===== config.mk =====
export PLATFORM = sky130hd
export DESIGN_NAME = ps2_key_tracker
export DESIGN_NICKNAME = d
export VERILOG_FILES = /design/src/rtl/ps2_key_tracker.sv
export SDC_FILE = /design/constraint.sdc
export NUM_CORES = 1
export LEC_CHECK = 0
export CORE_MARGIN = 8
export CORE_UTILIZATION = 41
export CTS_BUF_LIST = sky130_fd_sc_hd__clkbuf_8
export CTS_CLUSTER_DIAMETER = 40
export DETAILED_ROUTE_END_ITERATION = 8
export GPL_TIMING_DRIVEN = 0
export PLACE_DENSITY = 0.68
export RECOVER_POWER = 100
export SYNTH_ARGS = -nofsm -noshare
export SYNTH_HDL_FRONTEND = slang
export SYNTH_SLANG_ARGS = --single-unit

===== constraint.sdc =====
create_clock -name clock -period 2.4 [get_ports clock]
set_clock_uncertainty 0.1 [all_clocks]
set_input_delay 0.72 -clock clock [delete_from_list [all_inputs] [get_ports clock]]
set_output_delay 0.72 -clock clock [all_outputs]
set_load 0.02 [all_outputs]

===== src/rtl/ps2_key_tracker.sv =====
// ps2_key_tracker: turns the PS/2 set-2 scan-code byte stream into held/released
// state for a configurable table of keys. It decodes the make, break (F0) and
// extended (E0) sequences. A prefix that is left hanging is abandoned after
// TIMEOUT_CYCLES idle cycles.
//
// Input handshake: ps2_key_pressed is a one-cycle strobe with no back-pressure.
// ps2_key_data is sampled only in a cycle where ps2_key_pressed = 1, and every
// strobe is consumed, including back-to-back strobes.
//
// fsm_state exposes the parser state for observation:
// 0 = IDLE, 1 = EXT, 2 = BRK, 3 = EXT_BRK.
module ps2_key_tracker #(
    parameter int                    NUM_KEYS       = 4,
    parameter logic [8*NUM_KEYS-1:0] KEY_CODES      = 32'h42_44_1B_1D,
    parameter logic [NUM_KEYS-1:0]   KEY_EXT        = 4'b0000,
    parameter int                    TIMEOUT_CYCLES = 50000
) (
    input  logic                clock,
    input  logic                reset,
    input  logic [7:0]          ps2_key_data,
    input  logic                ps2_key_pressed,
    output logic [NUM_KEYS-1:0] key_down,
    output logic [NUM_KEYS-1:0] key_make,
    output logic [NUM_KEYS-1:0] key_break,
    output logic                seq_error,
    output logic [1:0]          fsm_state
);

    localparam logic [1:0] IDLE    = 2'd0;
    localparam logic [1:0] EXT     = 2'd1;
    localparam logic [1:0] BRK     = 2'd2;
    localparam logic [1:0] EXT_BRK = 2'd3;

    localparam int             CW       = $clog2(TIMEOUT_CYCLES + 1);
    localparam logic [CW-1:0]  CNT_LAST = CW'(TIMEOUT_CYCLES - 1);
    localparam logic [CW-1:0]  CNT_MAX  = CW'(TIMEOUT_CYCLES);

    localparam logic [7:0] BYTE_EXT     = 8'hE0;
    localparam logic [7:0] BYTE_BREAK   = 8'hF0;
    localparam logic [7:0] BYTE_OVR_LO  = 8'h00;
    localparam logic [7:0] BYTE_OVR_HI  = 8'hFF;

    logic [1:0]          state_q, state_d;
    logic [CW-1:0]       cnt_q, cnt_d;
    logic [NUM_KEYS-1:0] down_q, down_d;
    logic [NUM_KEYS-1:0] make_q, make_d;
    logic [NUM_KEYS-1:0] break_q, break_d;
    logic                err_q, err_d;

    logic [NUM_KEYS-1:0] code_hit;
    logic [NUM_KEYS-1:0] hit;
    logic                ev_make;
    logic                ev_break;
    logic                ev_ext;

    // Compare the incoming byte against every table slot.
    // The extended flag then selects which of those hits count.
    always_comb begin
        code_hit = '0;
        for (int i = 0; i < NUM_KEYS; i++) begin
            code_hit[i] = (ps2_key_data == KEY_CODES[8*i +: 8]);
        end
        hit = ev_ext ? (code_hit & KEY_EXT) : (code_hit & ~KEY_EXT);
    end

    // Parser, timeout counter and key-state next-value logic.
    always_comb begin
        state_d  = state_q;
        cnt_d    = cnt_q;
        down_d   = down_q;
        make_d   = '0;
        break_d  = '0;
        err_d    = 1'b0;
        ev_make  = 1'b0;
        ev_break = 1'b0;
        ev_ext   = 1'b0;

        if (ps2_key_pressed) begin
            // A strobe always restarts the idle count.
            // It also takes priority over a timeout that would fire in the same cycle.
            cnt_d = '0;
            case (state_q)
                IDLE: begin
                    if (ps2_key_data == BYTE_EXT) begin
                        state_d = EXT;
                    end else if (ps2_key_data == BYTE_BREAK) begin
                        state_d = BRK;
                    end else if (ps2_key_data == BYTE_OVR_LO || ps2_key_data == BYTE_OVR_HI) begin
                        // On keyboard overrun, release everything so no key stays stuck.
                        down_d  = '0;
                        break_d = down_q;
                        err_d   = 1'b1;
                    end else begin
                        ev_make = 1'b1;
                    end
                end
                EXT: begin
                    if (ps2_key_data == BYTE_BREAK) begin
                        state_d = EXT_BRK;
                    end else if (ps2_key_data != BYTE_EXT) begin
                        ev_make = 1'b1;
                        ev_ext  = 1'b1;
                        state_d = IDLE;
                    end
                end
                BRK: begin
                    ev_break = 1'b1;
                    state_d  = IDLE;
                end
                default: begin
                    ev_break = 1'b1;
                    ev_ext   = 1'b1;
                    state_d  = IDLE;
                end
            endcase
        end else if (state_q != IDLE) begin
            if (cnt_q == CNT_LAST) begin
                // Abandon the stalled prefix. Held keys are left untouched.
                state_d = IDLE;
                cnt_d   = '0;
                err_d   = 1'b1;
            end else if (cnt_q != CNT_MAX) begin
                cnt_d = cnt_q + CW'(1);
            end
        end

        // A typematic repeat on a held key does not produce a new make pulse.
        // A break on a released key is silent.
        if (ev_make) begin
            down_d = down_q | hit;
            make_d = hit & ~down_q;
        end else if (ev_break) begin
            down_d  = down_q & ~hit;
            break_d = hit & down_q;
        end
    end

    // State and output registers, cleared asynchronously.
    always_ff @(posedge clock or posedge reset) begin
        if (reset) begin
            state_q <= IDLE;
            cnt_q   <= '0;
            down_q  <= '0;
            make_q  <= '0;
            break_q <= '0;
            err_q   <= 1'b0;
        end else begin
            state_q <= state_d;
            cnt_q   <= cnt_d;
            down_q  <= down_d;
            make_q  <= make_d;
            break_q <= break_d;
            err_q   <= err_d;
        end
    end

    assign key_down  = down_q;
    assign key_make  = make_q;
    assign key_break = break_q;
    assign seq_error = err_q;
    assign fsm_state = state_q;

endmodule


==> Yosys cells after proc, flatten, opt, wreduce, memory -nomap -nowiden <==
Cells that the tools add are included.
{ "op_classes": {"add_sub_neg": 1, "n_eq_ne": 16, "n_mux": 46, "bitwise_logic": 6, "n_reduce_logical": 15} }
{ "op_table": {"columns": ["op", "n"], "rows": [
  ["16-bit two-way mux", 4],
  ["4-bit two-way mux", 16],
  ["8-bit equality test (second input constant)", 3],
  ["16-bit by 1-bit adder with 16-bit output (second input constant)", 1],
  ["16-bit equality test (second input constant)", 1],
  ["8-bit by 5-bit equality test with 1-bit output (second input constant)", 2],
  ["8-bit by 7-bit equality test with 1-bit output (second input constant)", 2],
  ["1-bit two-way mux", 16],
  ["16-bit != test (second input constant)", 1],
  ["2-bit two-way mux", 7],
  ["4-bit AND", 3],
  ["3-bit nonzero test", 4],
  ["8-bit logical NOT", 1],
  ["4-bit != test (second input constant)", 2],
  ["8-bit != test (second input constant)", 1],
  ["4-bit NOT", 2],
  ["3-bit != test (second input constant)", 2],
  ["2-bit nonzero test", 3],
  ["5-bit AND reduction", 1],
  ["4-bit OR", 1],
  ["1-bit case mux with 2 select lines", 2],
  ["2-bit case mux with 2 select lines", 1],
  ["4-bit AND reduction", 1],
  ["2-bit OR reduction", 2],
  ["other kinds (5)", 5]
]} }
{ "totals": {"regBits": 31, "input_bits": 11, "wordCells": 90} }

==> Depth between registers and ports, before layout <==
Gate-level depths: netlist of run 1.
{ "depth": {"ltp_word": 10, "ltp_mapped": 7} }

==> Worst setup path after synthesis of run 1 <==
Ideal clock, no wire load.
{ "synth_timing": {"kind": "in2reg", "from": "input port ps2_key_pressed", "to": "register break_q[0], in the netlist key_break[0]", "setup_ns": 0.094, "t_arrival_ns": 2.013, "path_slack_ns": 0.193, "stages": 5, "n_path_buf": 1, "path_cell_list": "buf_2 -> a211o_1 -> or3_1 -> or2_1 -> a211oi_1"} }
{ "synth_between": {"elab_chain_cells": 5, "elab_cells_between_ends": 8} }
{ "synth_rtl": {"columns": ["element", "line_no", "rtl"], "rows": [
  ["start, declared", "21", "input logic ps2_key_pressed,"],
  ["1-bit two-way mux", "78", "if (ps2_key_pressed) begin"],
  ["4-bit two-way mux", "63", "hit = ev_ext ? (code_hit & KEY_EXT) : (code_hit & ~KEY_EXT);"],
  ["4-bit AND", "134", "break_d = hit & down_q;"],
  ["4-bit two-way mux", "132", "end else if (ev_break) begin"],
  ["4-bit two-way mux *", "129", "if (ev_make) begin"],
  ["via break_d[0]", "47", "logic [NUM_KEYS-1:0] break_q, break_d;"],
  ["end signal, assigned", "152", "break_q <= break_d;"],
  ["end, declared", "47", null]
]} }
Mark *: on every way through the listed nets, which the timed path passes. The rest lies on a longest branch.
A chain may end at the register's enable or synchronous reset.

==> Worst setup path after layout of run 1 <==
{ "layout_timing": {"from": "input port ps2_key_data[4]", "to": "register down_q[3], in the netlist key_down[3]"} }
{ "layout_between": {"elab_chain_cells": 10, "elab_cells_between_ends": 28} }
{ "layout_rtl": {"columns": ["element", "line_no", "rtl"], "rows": [
  ["start, declared", "20", "input logic [7:0] ps2_key_data,"],
  ["parallel branches: the longest is 10 deep, another holds 8-bit equality test", null, null],
  ["end signal, assigned", "150", "down_q <= down_d;"],
  ["end, declared", "45", "logic [NUM_KEYS-1:0] down_q, down_d;"]
]} }
Parallel ways; which one is timed is not known.

==> results.md, run 1 <==
* Width of the die at 79.9 µm
* Number of synthesized flops with an enable pin at 0
* Synth area leaders: dfrtp_1 46%, a21oi_1 3.3%, or3_1 2.6%, xnor2_1 2.6%, a21o_1 2.2%
* Final-stage net count at 219
* Chip height at 79.9 µm
* Worst Setup SP: ps2_key_data[4]
* Most frequent cells in the layout: 31 x dfrtp_1, 14 x clkdlybuf4s50_1, 10 x a21oi_1, 10 x dlygate4sd3_1
* Clock Latency Late Sink at 0.28 ns
* Post-DP HPWL at 2900 µm
* Fmax at 0.428 GHz
* Via count at 1510
* Synthesized Nets at 185
* Critical setup path kind: in -> reg
* Arr. time, crit path at between 2 and 2.5 ns
* DR pass1 iterations at 4
* Max-slew headroom at 41.5%
* Fillcell total at roughly 370
* # IOs at 26
* Final worst path period share at 97.4%
* Via density at 5.88
* Cell count after synthesis at between 150 and 200
* Cell type with the largest total area after synthesis: dfrtp_1
* Post-Place Cells at between 200 and 250
* Yosys cell types at 47
* Largest net degree at the start of global routing at 32
* Total chip power at about 1.2 mW
* First-pass GRT wire length at 6940 µm
* Gr ovfl total at 0
* Iter 0 DRT Violations at 56
* Synth warn at 0
* Required @ worst endpoint at 2.46 ns
* Die area at 6380 µm²
* Post-route cell area at 2180 µm²
* Drt wl/cell at 16.4 µm
* Starting density of the core at 42.1%
* Avg Cell Area, Syn at 9.73 µm²
* Final std cells w/o fill at between 200 and 300
* Sequential share of the synthesized area at between 40% and 50%
* Synth async-reset ratio at 100%
* CP endpoint kind: register
* Worst Hold Launch: key_down[0]
* CTS Buffer Depth at 2
* Min-Delay Path Class: reg -> reg
* PD cells at 535 nW/µm²
* Synthesized flop and latch total at 31
* Ant. Diodes at 0
* Leakage at 0.936 nW
* CTS buffer count at 5
* # rows at 23
* Synth Flop Type: dfrtp_1
* Remaining DRCs at 0
* CTS root buf: clkbuf_8
* Register clock-pin slew on the reported worst setup and hold paths at 0.07 ns
* Synth top area share at 46.4%
* Endpoints failing hold at 0
* H-tree levels at 2
* Via count of the first global-routing pass at 1519
* Post-route ant nets at 0
* Startpoint types: primary input
* Clock Sinks at 31
* Share of layout cells above drive strength 1 at between 10% and 20%
* Setup slack, reg-to-reg at 0.15 ns
* WL final at between 4000 and 5000 µm
* Placer Congestion at 0.813
* Synthesized cell area at 1670 µm²
* Initial antenna violation count at 0
* CTS tree: built
* Core ar. at 3970 µm²
* Area Overhead vs Synth at 30.5%
* Max Cap Viol at 0
* Status: finished clean
* Gr usage total at 13.8%
* Most common cell after layout, fill and taps aside: dfrtp_1
* Final Setup Violations at 0
* Area after DPL at 1990 µm²
* IO buf count at 25
* Crit path max fanout at 6
* R2r startpoint: cnt_q[11]
* Slew @ Worst Pin at 0.876 ns
* Max-slew violations at 0
* Final min period at 2.34 ns
* Peak supply drop at about 0.00027 V
worst paths after layout:
| path | depth (start not counted) | endpoint |
|---|---|---|
| max reg2reg | 6 | cnt_q[9] |
| min in group asynchronous | 2 | cnt_q[4] |
| min reg2reg | 1 | key_make[0] |
| max | 5 | key_down[3] |
| min | 1 | key_make[0] |
| max in group asynchronous | 3 | key_break[1] |
kinds of logic (layout without fill, tap and decap cells):
logic type | Yosys count | after routing | share of synthesized area [%]
simple gates | 76 | 76 | 28.3
mux | 1 | 1 | 0.673
compound gates | 40 | 40 | 16.0
flops | 31 | 31 | 46.4
fa+ha+maj | 2 | 2 | 1.50
xor+xnor | 7 | 7 | 3.66
buf+inv | 15 | 50 | 3.44
flip-flops by register name, summed over array words and instances (netlist names):
signal     count
cnt_q         16
key_break      4
key_down       4
key_make       4
fsm_state      2
seq_error      1
area by class of cell:
type / count / area [µm²] / share of cell area (%)
clock buffers: 6 / 82.6 / 3.78
well taps: 50 / 62.6 / 2.87
inverters: 10 / 37.5 / 1.72
clock inverters: 2 / 35.0 / 1.60
multi-input cells: 126 / 891 / 40.8
repair buffers: 27 / 273 / 12.5
flip-flops and latches: 31 / 776 / 35.5
plain buffers: 5 / 26.3 / 1.20
Yosys cell counts (all sizes together) (4+ instances only):
cell type,instances
a21oi,11
nand3,6
nor3,5
xnor2,5
or3,7
inv,10
a21o,5
nor4,5
nand4,6
dfrtp,31
nor2,9
o21ai,6
nand2,9
nor4b,4
critical path, cell delays in order:
cell and delay [ns]:
clkdlybuf4s50_1 0.49, or4b_1 0.60, nor3_2 0.29, o21ai_0 0.14, o2bb2ai_1 0.16
stage by stage:
step	hold slack, ns	TNS [ns]	utilization (%)	worst slack, ns
after floorplan	0.410	0	-	0.193
after global placement	0.396	-4.08	50.0	-0.418
after detailed placement	0.401	-4.03	50.0	-0.463
after CTS	0.418	-0.00272	53.7	-0.00272
after global routing	0.437	-0.0329	55.0	-0.0157
final	0.413	0	55.0	0.0616
power by group:
part	switching, mW	internal [mW]
Clock	0.199	0.336
Sequential	0.0113	0.529
Combinational	0.0518	0.0400
layer usage:
layer / GRT usage, % / vias to the layer above / routed length (µm)
li1: - / 710 / -
met1: 15.1 / 758 / 1800
met2: 23.8 / 38 / 2160
met3: 5.41 / 4 / 232
met4: 4.36 / 0 / 19
met5: 0 / - / 0
repair_timing:
item                       CTS  global route
gates resized for setup      5             8
setup endpoints to repair    2            13
hold endpoints to repair     0             0
hold buffers                 0             0
buffers inserted             1             0
pin swaps                    2             1
(Power assumes the default switching activity.)
==> run 2: changes to the inputs <==
--- a/config.mk
+++ b/config.mk
@@ -5,7 +5,7 @@
 export SDC_FILE = /design/constraint.sdc
 export NUM_CORES = 1
 export LEC_CHECK = 0
-export CORE_MARGIN = 8
+export CORE_MARGIN = 3
 export CORE_UTILIZATION = 41
 export CTS_BUF_LIST = sky130_fd_sc_hd__clkbuf_8
 export CTS_CLUSTER_DIAMETER = 40
==> run 2 against run 1 <==
  * Core utilization is 0.95 points higher
  * Cell area shrank 2.7%
  * Sequential share of layout area increased by 0.98 points
  * Critical path depth is the same
  * Global-route usage increased by 4.0 points
  * Worst setup slack improved by 0.0076 ns
  * Total power down 7.3%
  * Via count down 2.6%
  * Worst hold slack worse by 0.027 ns
  * Clock-buffer cell count is 1 higher
  * Non-clock buffer count fell by 1
==> results.md, run 2 (same netlist as run 1, synthesis figures left out) <==
* Post-DP HPWL at between 2000 and 3000 µm
* Max reg flops at 16
* Critical setup path kind: in -> reg
* First-pass GRT wire length at 6880 µm
* # IOs at 26
* Worst Hold Launch: key_down[1]
* GR Util met3 at 5.76%
* Largest net degree at the start of global routing at 32
* Max Cap Viol at 0
* Startpoint types: primary input
* Fmax at 0.429 GHz
* Post-CTS Repair Setup Buffers at 0
* Max-slew violations at 0
* Final worst path period share at a little under 100%
* Endpoints failing hold at 0
* Worst slack, placed at -0.410 ns
* PD cells at 510 nW/µm²
* CTS buffer count at 5
* Min-Delay Path Class: reg -> reg
* Die area at 4880 µm²
* Required @ worst endpoint at 2.50 ns
* Max-slew headroom at between 30% and 40%
* Arr. time, crit path at 2.43 ns
* Final min period at 2.33 ns
* Iter 0 DRT Violations at 85
* R2r startpoint: cnt_q[0]
* Most common cell after layout, fill and taps aside: dfrtp_1
* Register clock-pin slew on the reported worst setup and hold paths at about 0.060 ns
* Setup ws final at 0.0692 ns
* Starting density of the core at 44.0%
* Biggest register: cnt_q
* Clock Latency Late Sink at between 0.2 and 0.3 ns
* Via count at 1470
* Core ar. at 3800 µm²
* Met2 usage at 26.1%
* Remaining DRCs at 0
* CP endpoint kind: register
* Chip height at 69.9 µm
* Area Overhead vs Synth at 27.0%
* Initial antenna violation count at 0
* Final Setup Violations at 0
* Clock Sinks at 31
* Most frequent cells in the layout: 31 x dfrtp_1, 15 x dlygate4sd3_1, 11 x inv_1
* Share of layout cells above drive strength 1 at 10.2%
* Drt wl/cell at approximately 15 µm
* IO buf count at 25
* Final std cells w/o fill at 254
* Worst Setup SP: ps2_key_data[5]
* Final core occ at 55.9%
* Peak supply drop at ~0.0003 V
* Status: finished clean
* Post-route ant nets at 0
* CTS Buffer Depth at 2
* Most Used Layer, Global Route: met2
* WL final at 3830 µm
* Via count of the first global-routing pass at 1444
* Crit path max fanout at 4
* H-tree levels at 2
* Width of the die at approximately 70 µm
* Ant. Diodes at 0
* DR pass1 iterations at 4
* Gr usage total at 17.8%
* CTS root buf: clkbuf_8
* Slew @ Worst Pin at 0.948 ns
* Post-Place Cells at 245
* Placer Congestion at about 0.83
* Leakage at ~0.90 nW
* # rows at 22
* CTS tree: built
* Final-stage net count at 218
* Gr ovfl total at 0
* Via density at around 5.8
* Total chip power at 1.08 mW
* M1 GR Usage at a little under a quarter
-- run 2: layout make-up --
type,instances,area [µm²]
fill,335,1670
multi-input combinational,126,871
sequential,31,776
timing repair buffer,26,254
clock buffer,7,96.3
tap,48,60.1
inverter,10,37.5
buffer,5,26.3
clock inverter,1,3.75
-- run 2: repair_timing --
action	4_1_cts	5_1_grt
gates resized for setup	7	4
pin swaps	1	0
endpoints found under the setup margin	4	23
hold buffers	0	0
-- run 2: path summary, 6_finish.rpt --
check	end	slack [ns]	cells past startpoint
worst max-delay path	key_break[0]	0.07	5
min in group asynchronous	key_break[3]	0.72	2
worst max register to register	cnt_q[10]	0.21	7
worst min-delay path	key_make[1]	0.39	1
worst min register to register	key_make[1]	0.39	1
max in group asynchronous	fsm_state[0]	0.60	3
-- run 2: power by group --
group	internal (mW)	switching, mW
clock	0.257	0.199
sequential	0.529	0.0114
combinational	0.0368	0.0492
-- run 2: stage by stage --
step / cell area, µm² / TNS (ns) / hold WS [ns]
6_report: 2120 / 0 / 0.387
5_1_grt: 2120 / -0.0295 / 0.421
4_1_cts: 2110 / -0.00119 / 0.391
3_5_place_dp: 1980 / -4.32 / 0.384
3_3_place_gp: 1980 / -3.65 / 0.382
2_1_floorplan: 1670 / 0 / 0.410
-- run 2: per-layer routing --
layer	share of wire [%]	wire length, µm	vias up
met1	46	1780	720
met2	46	1770	33
met4	2.3	87	0
li1	-	-	708
met3	5.1	196	9
met5	0	0	-
-- run 2: critical path, cell delays in order --
cell and delay, ns:
clkdlybuf4s50_1 0.44, a211o_1 0.35, or3_1 0.44, or2_1 0.26, a211oi_2 0.22
